==> src/rtl/axis_pkt_framer.sv <==
// Store-and-forward AXI-Stream framer: buffers one packet, then emits SOF, length, payload.
// Oversized packets are dropped whole and counted.
module axis_pkt_framer #(
    parameter int          PORT_WIDTH = 8,
    parameter int          MAX_LEN    = 16,
    parameter logic [7:0]  SOF_BYTE   = 8'hA5
) (
    input  logic                  axis_aclk,
    input  logic                  axis_areset,
    input  logic [PORT_WIDTH-1:0] s_axis_tdata,
    input  logic                  s_axis_tlast,
    input  logic                  s_axis_tvalid,
    output logic                  s_axis_tready,
    output logic [PORT_WIDTH-1:0] m_axis_tdata,
    output logic                  m_axis_tlast,
    output logic                  m_axis_tvalid,
    input  logic                  m_axis_tready,
    output logic [15:0]           pkt_count,
    output logic [15:0]           drop_count
);

    localparam int         AW      = (MAX_LEN > 1) ? $clog2(MAX_LEN) : 1;
    localparam logic [7:0] MAX_CNT = 8'(MAX_LEN);

    localparam logic [2:0] ST_FILL  = 3'd0;
    localparam logic [2:0] ST_DROP  = 3'd1;
    localparam logic [2:0] ST_HDR0  = 3'd2;
    localparam logic [2:0] ST_HDR1  = 3'd3;
    localparam logic [2:0] ST_DRAIN = 3'd4;

    logic [2:0]            state;
    logic [7:0]            cnt;
    logic [7:0]            len;
    logic [7:0]            rd;
    logic [PORT_WIDTH-1:0] buffer [MAX_LEN];

    logic s_fire;
    logic m_fire;
    logic full_beat;

    assign s_axis_tready = (state == ST_FILL) || (state == ST_DROP);
    assign s_fire        = s_axis_tvalid && s_axis_tready;
    assign m_fire        = m_axis_tvalid && m_axis_tready;
    // Beat MAX_LEN+1 of a packet: never stored, it marks the packet oversized.
    assign full_beat     = (cnt == MAX_CNT);

    // Outputs decode from registered state only, so they hold through back-pressure
    // and tvalid has no combinational path from m_axis_tready.
    always_comb begin
        m_axis_tvalid = 1'b0;
        m_axis_tlast  = 1'b0;
        m_axis_tdata  = '0;
        case (state)
            ST_HDR0: begin
                m_axis_tvalid = 1'b1;
                m_axis_tdata  = PORT_WIDTH'(SOF_BYTE);
            end
            ST_HDR1: begin
                m_axis_tvalid = 1'b1;
                m_axis_tdata  = PORT_WIDTH'(len);
            end
            ST_DRAIN: begin
                m_axis_tvalid = 1'b1;
                m_axis_tdata  = buffer[rd[AW-1:0]];
                m_axis_tlast  = (rd == len - 8'd1);
            end
            default: ;
        endcase
    end

    // NOTE: the packet buffer has no reset; stale entries are never read because
    // only indices below len are drained, and leaving it unreset keeps it in RAM.
    always_ff @(posedge axis_aclk) begin
        if (state == ST_FILL && s_fire && !full_beat)
            buffer[cnt[AW-1:0]] <= s_axis_tdata;
    end

    always_ff @(posedge axis_aclk) begin
        if (axis_areset) begin
            state      <= ST_FILL;
            cnt        <= '0;
            len        <= '0;
            rd         <= '0;
            pkt_count  <= '0;
            drop_count <= '0;
        end else begin
            case (state)
                ST_FILL: begin
                    if (s_fire) begin
                        if (full_beat) begin
                            if (s_axis_tlast) begin
                                if (drop_count != 16'hFFFF) drop_count <= drop_count + 16'd1;
                                cnt <= '0;
                            end else begin
                                state <= ST_DROP;
                            end
                        end else if (s_axis_tlast) begin
                            len   <= cnt + 8'd1;
                            state <= ST_HDR0;
                        end else begin
                            cnt <= cnt + 8'd1;
                        end
                    end
                end
                ST_DROP: begin
                    if (s_fire && s_axis_tlast) begin
                        if (drop_count != 16'hFFFF) drop_count <= drop_count + 16'd1;
                        cnt   <= '0;
                        state <= ST_FILL;
                    end
                end
                ST_HDR0: begin
                    if (m_fire) state <= ST_HDR1;
                end
                ST_HDR1: begin
                    if (m_fire) begin
                        rd    <= '0;
                        state <= ST_DRAIN;
                    end
                end
                ST_DRAIN: begin
                    if (m_fire) begin
                        rd <= rd + 8'd1;
                        if (m_axis_tlast) begin
                            if (pkt_count != 16'hFFFF) pkt_count <= pkt_count + 16'd1;
                            cnt   <= '0;
                            state <= ST_FILL;
                        end
                    end
                end
                default: state <= ST_FILL;
            endcase
        end
    end

endmodule
==> config.mk <==
export PLATFORM = sky130hd
export DESIGN_NAME = axis_pkt_framer
export DESIGN_NICKNAME = d
export VERILOG_FILES = /design/src/rtl/axis_pkt_framer.sv
export SDC_FILE = /design/constraint.sdc
export NUM_CORES = 1
export LEC_CHECK = 0
export ABC_AREA = 1
export CAP_MARGIN = 25
export CORE_ASPECT_RATIO = 1.75
export CORE_MARGIN = 4
export CORE_UTILIZATION = 35
export CTS_CLUSTER_DIAMETER = 50
export DETAILED_ROUTE_END_ITERATION = 7
export HOLD_SLACK_MARGIN = 0.15
export PLACE_DENSITY = 0.64
export SYNTH_ARGS = -nofsm -noshare
export SYNTH_HDL_FRONTEND = slang
export SYNTH_SLANG_ARGS = --single-unit
==> constraint.sdc <==
create_clock -name axis_aclk -period 2.76 [get_ports axis_aclk]
set_input_delay 0.276 -clock axis_aclk [delete_from_list [all_inputs] [get_ports axis_aclk]]
set_output_delay 0.276 -clock axis_aclk [all_outputs]
set_load 0.03 [all_outputs]
# ---- Word level (Yosys, flattened, before mapping)
# Memories as Yosys holds them, arrays and structs flattened. A register that Yosys moved wholly into a read port is not among the register bits.
# Cells that the tools add are included.
dict set report word_totals {
  ff_bits 59
  ramBits 128
  inputBits 13
  output_inout_bits 43
  wordCells 85
  n_memories 1
}
dict set report classes {
  add_sub_neg 5
  eq_ne 20
  muxes 34
  n_bitwise 1
  reduce_logical 18
}
# memory words word_bits rd rd_clocked_by_memory_dff wr line_no
set memory_table {}
lappend memory_table {buffer 16 8 1 1 1 35} ;# logic [PORT_WIDTH-1:0] buffer [MAX_LEN];
# op count
set op_table {}
lappend op_table {{two-way mux 16 bit} 5}
lappend op_table {{two-way mux 8 bit} 9}
lappend op_table {{case mux 8 bit (3 select lines)} 2}
lappend op_table {{adder 16 x 1 -> 16 bit, second input constant} 2}
lappend op_table {{!= test 16 bit, second input constant} 2}
lappend op_table {{case mux 16 bit (2 select lines)} 1}
lappend op_table {{two-way mux 3 bit} 9}
lappend op_table {{adder 8 x 1 -> 8 bit, second input constant} 2}
lappend op_table {{case mux 8 bit (2 select lines)} 1}
lappend op_table {{case mux 3 bit (5 select lines)} 1}
lappend op_table {{!= test 2 bit, second input constant} 7}
lappend op_table {{!= test 3 bit, second input constant} 4}
lappend op_table {{== test 8 x 5 -> 1 bit, second input constant} 1}
lappend op_table {{== test 8 bit} 1}
lappend op_table {{two-way mux 4 bit} 2}
lappend op_table {{AND reduction 4 bit} 2}
lappend op_table {{AND reduction 8 bit} 1}
lappend op_table {{subtractor 8 x 1 -> 8 bit, second input constant} 1}
lappend op_table {{AND reduction 7 bit} 1}
lappend op_table {{== test 3 x 2 -> 1 bit, second input constant} 2}
lappend op_table {{logical AND 1 bit} 5}
lappend op_table {{AND reduction 5 bit} 1}
lappend op_table {{two-way mux 1 bit} 4}
lappend op_table {{nonzero test 2 bit} 2}
lappend op_table {{other kinds (10)} 10}

# ---- Depth between registers and ports, before layout
dict set report depth {
  depth_word 8
  depth_mapped 15
  mapped_depth_nobuf 15
}

# ---- Least setup slack after synthesis
# No wires, ideal clock.
dict set report synth_timing {
  path_type {reg-to-reg}
  from {reg cnt[0]}
  to {mem buffer[11][0] (enable)}
  t_arrival_ns 1.897
  slack_ns 0.479
  stages_incl_launch_ff 10
  n_path_buf 0
  synth_period_minus_slack_ns 2.281
  path_cell_list {dfxtp_1 inv_1 ha_1 nand3_1 nor2_8 nor2_2 inv_2 nor2_2 inv_1 nor3_1}
}
dict set report synth_between {
  elab_chain_cells 5
}
# item line_no
set synth_rtl {}
lappend synth_rtl {{from (decl)} 32} ;# logic [7:0] cnt;
lappend synth_rtl {{from (signal assigned)} 101} ;# cnt <= cnt + 8'd1;
lappend synth_rtl {{== test 8 x 5 -> 1 bit} 45} ;# assign full_beat = (cnt == MAX_CNT);
lappend synth_rtl {{zero test 1 bit} 74} ;# if (state == ST_FILL && s_fire && !full_beat)
lappend synth_rtl {{logical AND 1 bit} 74}
lappend synth_rtl {{two-way mux 1 bit} 74}
lappend synth_rtl {{two-way mux 1 bit (implied by the code)} 75} ;# buffer[cnt[AW-1:0]] <= s_axis_tdata;
lappend synth_rtl {{to (decl)} 35}
# Several ways; a longest one is shown, not always the timed one.

==> results.json <==
{
  "clock_latency_ps": 440,
  "max_stage_delay_ps": 440,
  "slew_viol_final": 0,
  "ios": 56,
  "cts_root_buffer": "clkbuf_16",
  "maxSlewHeadroom_pct": 54.4,
  "p_leak_nw": 3.89,
  "dr.pass1.iters": 5,
  "drive_above_1_share_pct": 11.6,
  "cp_max_fo": 29,
  "track_usage_pct": 17.3,
  "cp.arrival_ps": 2310,
  "synthMuxAreaShare_pct": 0,
  "tightest_slew_ps": 682,
  "hp-class": "reg2reg",
  "fp.dieH_um": 219,
  "dp_cells": 1360,
  "finalSetupTns_ps": 0,
  "wire_per_inst_um": 17.3,
  "nets": 1084,
  "fp-row-count": 77,
  "clk_pin_slew_ps": 70,
  "via_count": 7083,
  "reg2reg_slack_ps": 370,
  "pre_cts_ws_ps": 243,
  "post-route-cell-area_sq_mm": 0.0105,
  "syn-cell-area_sq_mm": 0.00893,
  "reg2reg_depth": 11,
  "max-cap-violations": 0,
  "area_growth_pct": 17.9,
  "fin_ws_ps": 170,
  "place_area_sq_mm": 0.00999,
  "cts_tree": "built",
  "ys_seq_elements": 191,
  "initial_core_util_pct": 35.4,
  "drc": 0,
  "port-buffer-count": 55,
  "syn_nets": 1014,
  "vias_per_cell": 5.09,
  "synth_cell_types": 38,
  "antennaDiodeCount": 0,
  "hold_viol": 0,
  "synth_compound_area_share_pct": 11.1,
  "cp-start-kind": "flip-flop",
  "regToRegEndpoint": "buffer[0][5]",
  "clock-sinks": 191,
  "grt_max_degree": 49,
  "crit_type": "reg2out",
  "cts_buffer_depth": 2,
  "clock_skew_ps": 9.60,
  "synthXorXnorAreaFrac_pct": 1.65,
  "multiInputGateArea_sq_mm": 0.00324,
  "core_area_sq_mm": 0.0252,
  "path_buf_inv": 3,
  "syn_inst": 993,
  "total_power_mw": 7.78,
  "cts_htree_levels": 4,
  "fin_util_pct": 41.7,
  "hpwl_um": 17500,
  "max_clock_freq_mhz": 386,
  "yosys_warnings": 0,
  "die_area_sq_mm": 0.0282,
  "grt_overflow": 0,
  "postSynthAreaPerCell_sq_um": 8.99,
  "status": "finished, final reports clean",
  "n_fill_cell": 2485,
  "crit_family": "buffers and inverters",
  "fin_crit_ps": 2590,
  "max-vdd-ir-drop_v": 0.000454,
  "seqCellArea_sq_mm": 0.00511,
  "whs_ps": 471,
  "grt_pass1_vias": 7183,
  "die-width_um": 129,
  "synth_top_family_by_area": "simple AND/OR/NAND/NOR gates",
  "ys_seq_area_share_pct": 57.2,
  "cts_setup_buffers": 0,
  "gp_congestion": 0.910,
  "cp.depth": 9,
  "rsz0062_at_grt": "false",
  "cts_buffers": 17,
  "critPathRequiredTime_ps": 2480,
  "wl_um": 24000,
  "fin_crit_sh_pct": 93.8,
  "postRouteAntennaNets": 0,
  "powerDensity_mw_per_mm2": 739,
  "setup_viol": 0,
  "fin_cells": 1392,
  "critPathCapture": "m_axis_tdata[1]",
  "yosys.area_share.simple_pct": 22.3,
  "drt_iter0_drc": 291,
  "regToRegStartpoint": "cnt[0]",
  "path_cells": "inv_1, buf_12, o21ai_0, o22ai_1, o21ai_0, nand2_1, nand3_1, o21ai_0, dlygate4sd2_1",
  "cp_common_cell": "o21ai_0",
  "synthAdderAreaFrac_pct": 1.12,
  "slowest_stage": "dlygate4sd2_1",
  "hold_depth": 2,
  "worstSetupEndpointType": "output port",
  "antenna_found_initial": 0,
  "cts_hold_buf": 0,
  "grt_first_pass_wirelength_um": 37200
}
## kinds of logic (layout without fill, tap and decap cells)
kind of cell | Yosys count | count (layout)
XOR/XNOR | 16 | 16
adder cells (fa/ha/maj) | 8 | 8
flip-flops | 191 | 191
buffers and inverters | 147 | 230
AO/OA/AOI/OAI | 178 | 178
AND/OR/NAND/NOR | 453 | 453
## state kept, by name, summed over array words and instances (netlist names), named ones only
| name | cells |
|---|---|
| buffer | 128 |
| drop_count | 16 |
| pkt_count | 16 |
| cnt | 8 |
| len | 8 |
| rd | 8 |
| state | 3 |
## metal layers
metal | GRT usage, % | vias to the layer above | share of wire, %
met4 | 8.23 | 0 | 3.9
li1 | - | 3476 | -
met1 | 15.8 | 3362 | 35
met3 | 3.51 | 60 | 3.9
met2 | 34.8 | 185 | 58
met5 | 0 | - | 0
## layout by cell type, fill, tap and decap left out, drive strengths merged
cell type,count
a211oi,1
a21boi,1
a21oi,36
a22oi,1
buf,33
bufinv,2
clkbuf,26
clkdlybuf4s15,1
clkdlybuf4s50,46
clkinv,5
clkinvlp,5
dfxtp,63
dlygate4sd2,1
edfxtp,128
ha,8
inv,111
nand2,189
nand3,53
nand4,15
nor2,171
nor3,19
nor3b,2
nor4,3
o21ai,107
o221ai,12
o22ai,20
or2,1
xnor2,3
xor2,13
## synth_stat cells (all sizes together)
library cell / count / area [sq um]
a211oi: 1 / 12.5
a21boi: 1 / 18.8
a21oi: 36 / 184
a22oi: 1 / 12.5
buf: 11 / 80.1
clkbuf: 26 / 97.6
clkinv: 1 / 3.75
dfxtp: 63 / 1260
edfxtp: 128 / 3840
ha: 8 / 100
inv: 109 / 409
nand2: 189 / 732
nand3: 53 / 288
nand4: 15 / 93.8
nor2: 171 / 726
nor3: 19 / 115
nor3b: 2 / 15.0
nor4: 3 / 18.8
o21ai: 107 / 536
o221ai: 12 / 105
o22ai: 20 / 125
or2: 1 / 6.26
xnor2: 3 / 26.3
xor2: 13 / 121
## layout make-up
class / instances / share of cell area (%)
Inverter: 110 / 3.92
Clock inverter: 13 / 1.32
Multi-Input combinational cell: 655 / 30.8
Clock buffer: 19 / 4.11
Tap cell: 316 / 3.76
Sequential cell: 191 / 48.5
Timing Repair Buffer: 88 / 7.59
## where the power goes
| group | switching, mW | leakage [nW] | total [mW] | internal, mW |
|---|---|---|---|---|
| logic | 1.36 | 1.96 | 1.98 | 0.615 |
| clock network | 1.07 | 0.264 | 2.40 | 1.33 |
| registers | 0.150 | 1.66 | 3.41 | 3.26 |
| total | 2.58 | 3.89 | 7.78 | 5.21 |
## worst register-to-register path: stages, from the launching register on
cell	delay (ps)
dfxtp_1	400
inv_1	150
ha_1	250
nand3_1	180
nor2_8	80
nor2_2	130
inv_2	60
nor2_2	110
inv_1	100
nor2_1	140
nand2_1	70
inv_1	350
## worst min-delay path by stage
stage | endpoint | startpoint
2_1_floorplan | buffer[0][0] | s_axis_tdata[0]
3_5_place_dp | pkt_count[12] | pkt_count[12]
3_3_place_gp | drop_count[4] | drop_count[4]
4_1_cts | pkt_count[12] | pkt_count[12]
5_1_grt | pkt_count[12] | pkt_count[12]
6_report | drop_count[4] | drop_count[4]
## repair_timing
item | 4_1_cts | 5_1_grt
resized for setup | 10 | 18
pin swaps | 0 | 0
endpoints found under the setup margin | 9 | 8
No activity file was read; power rests on OpenSTA's default activity.
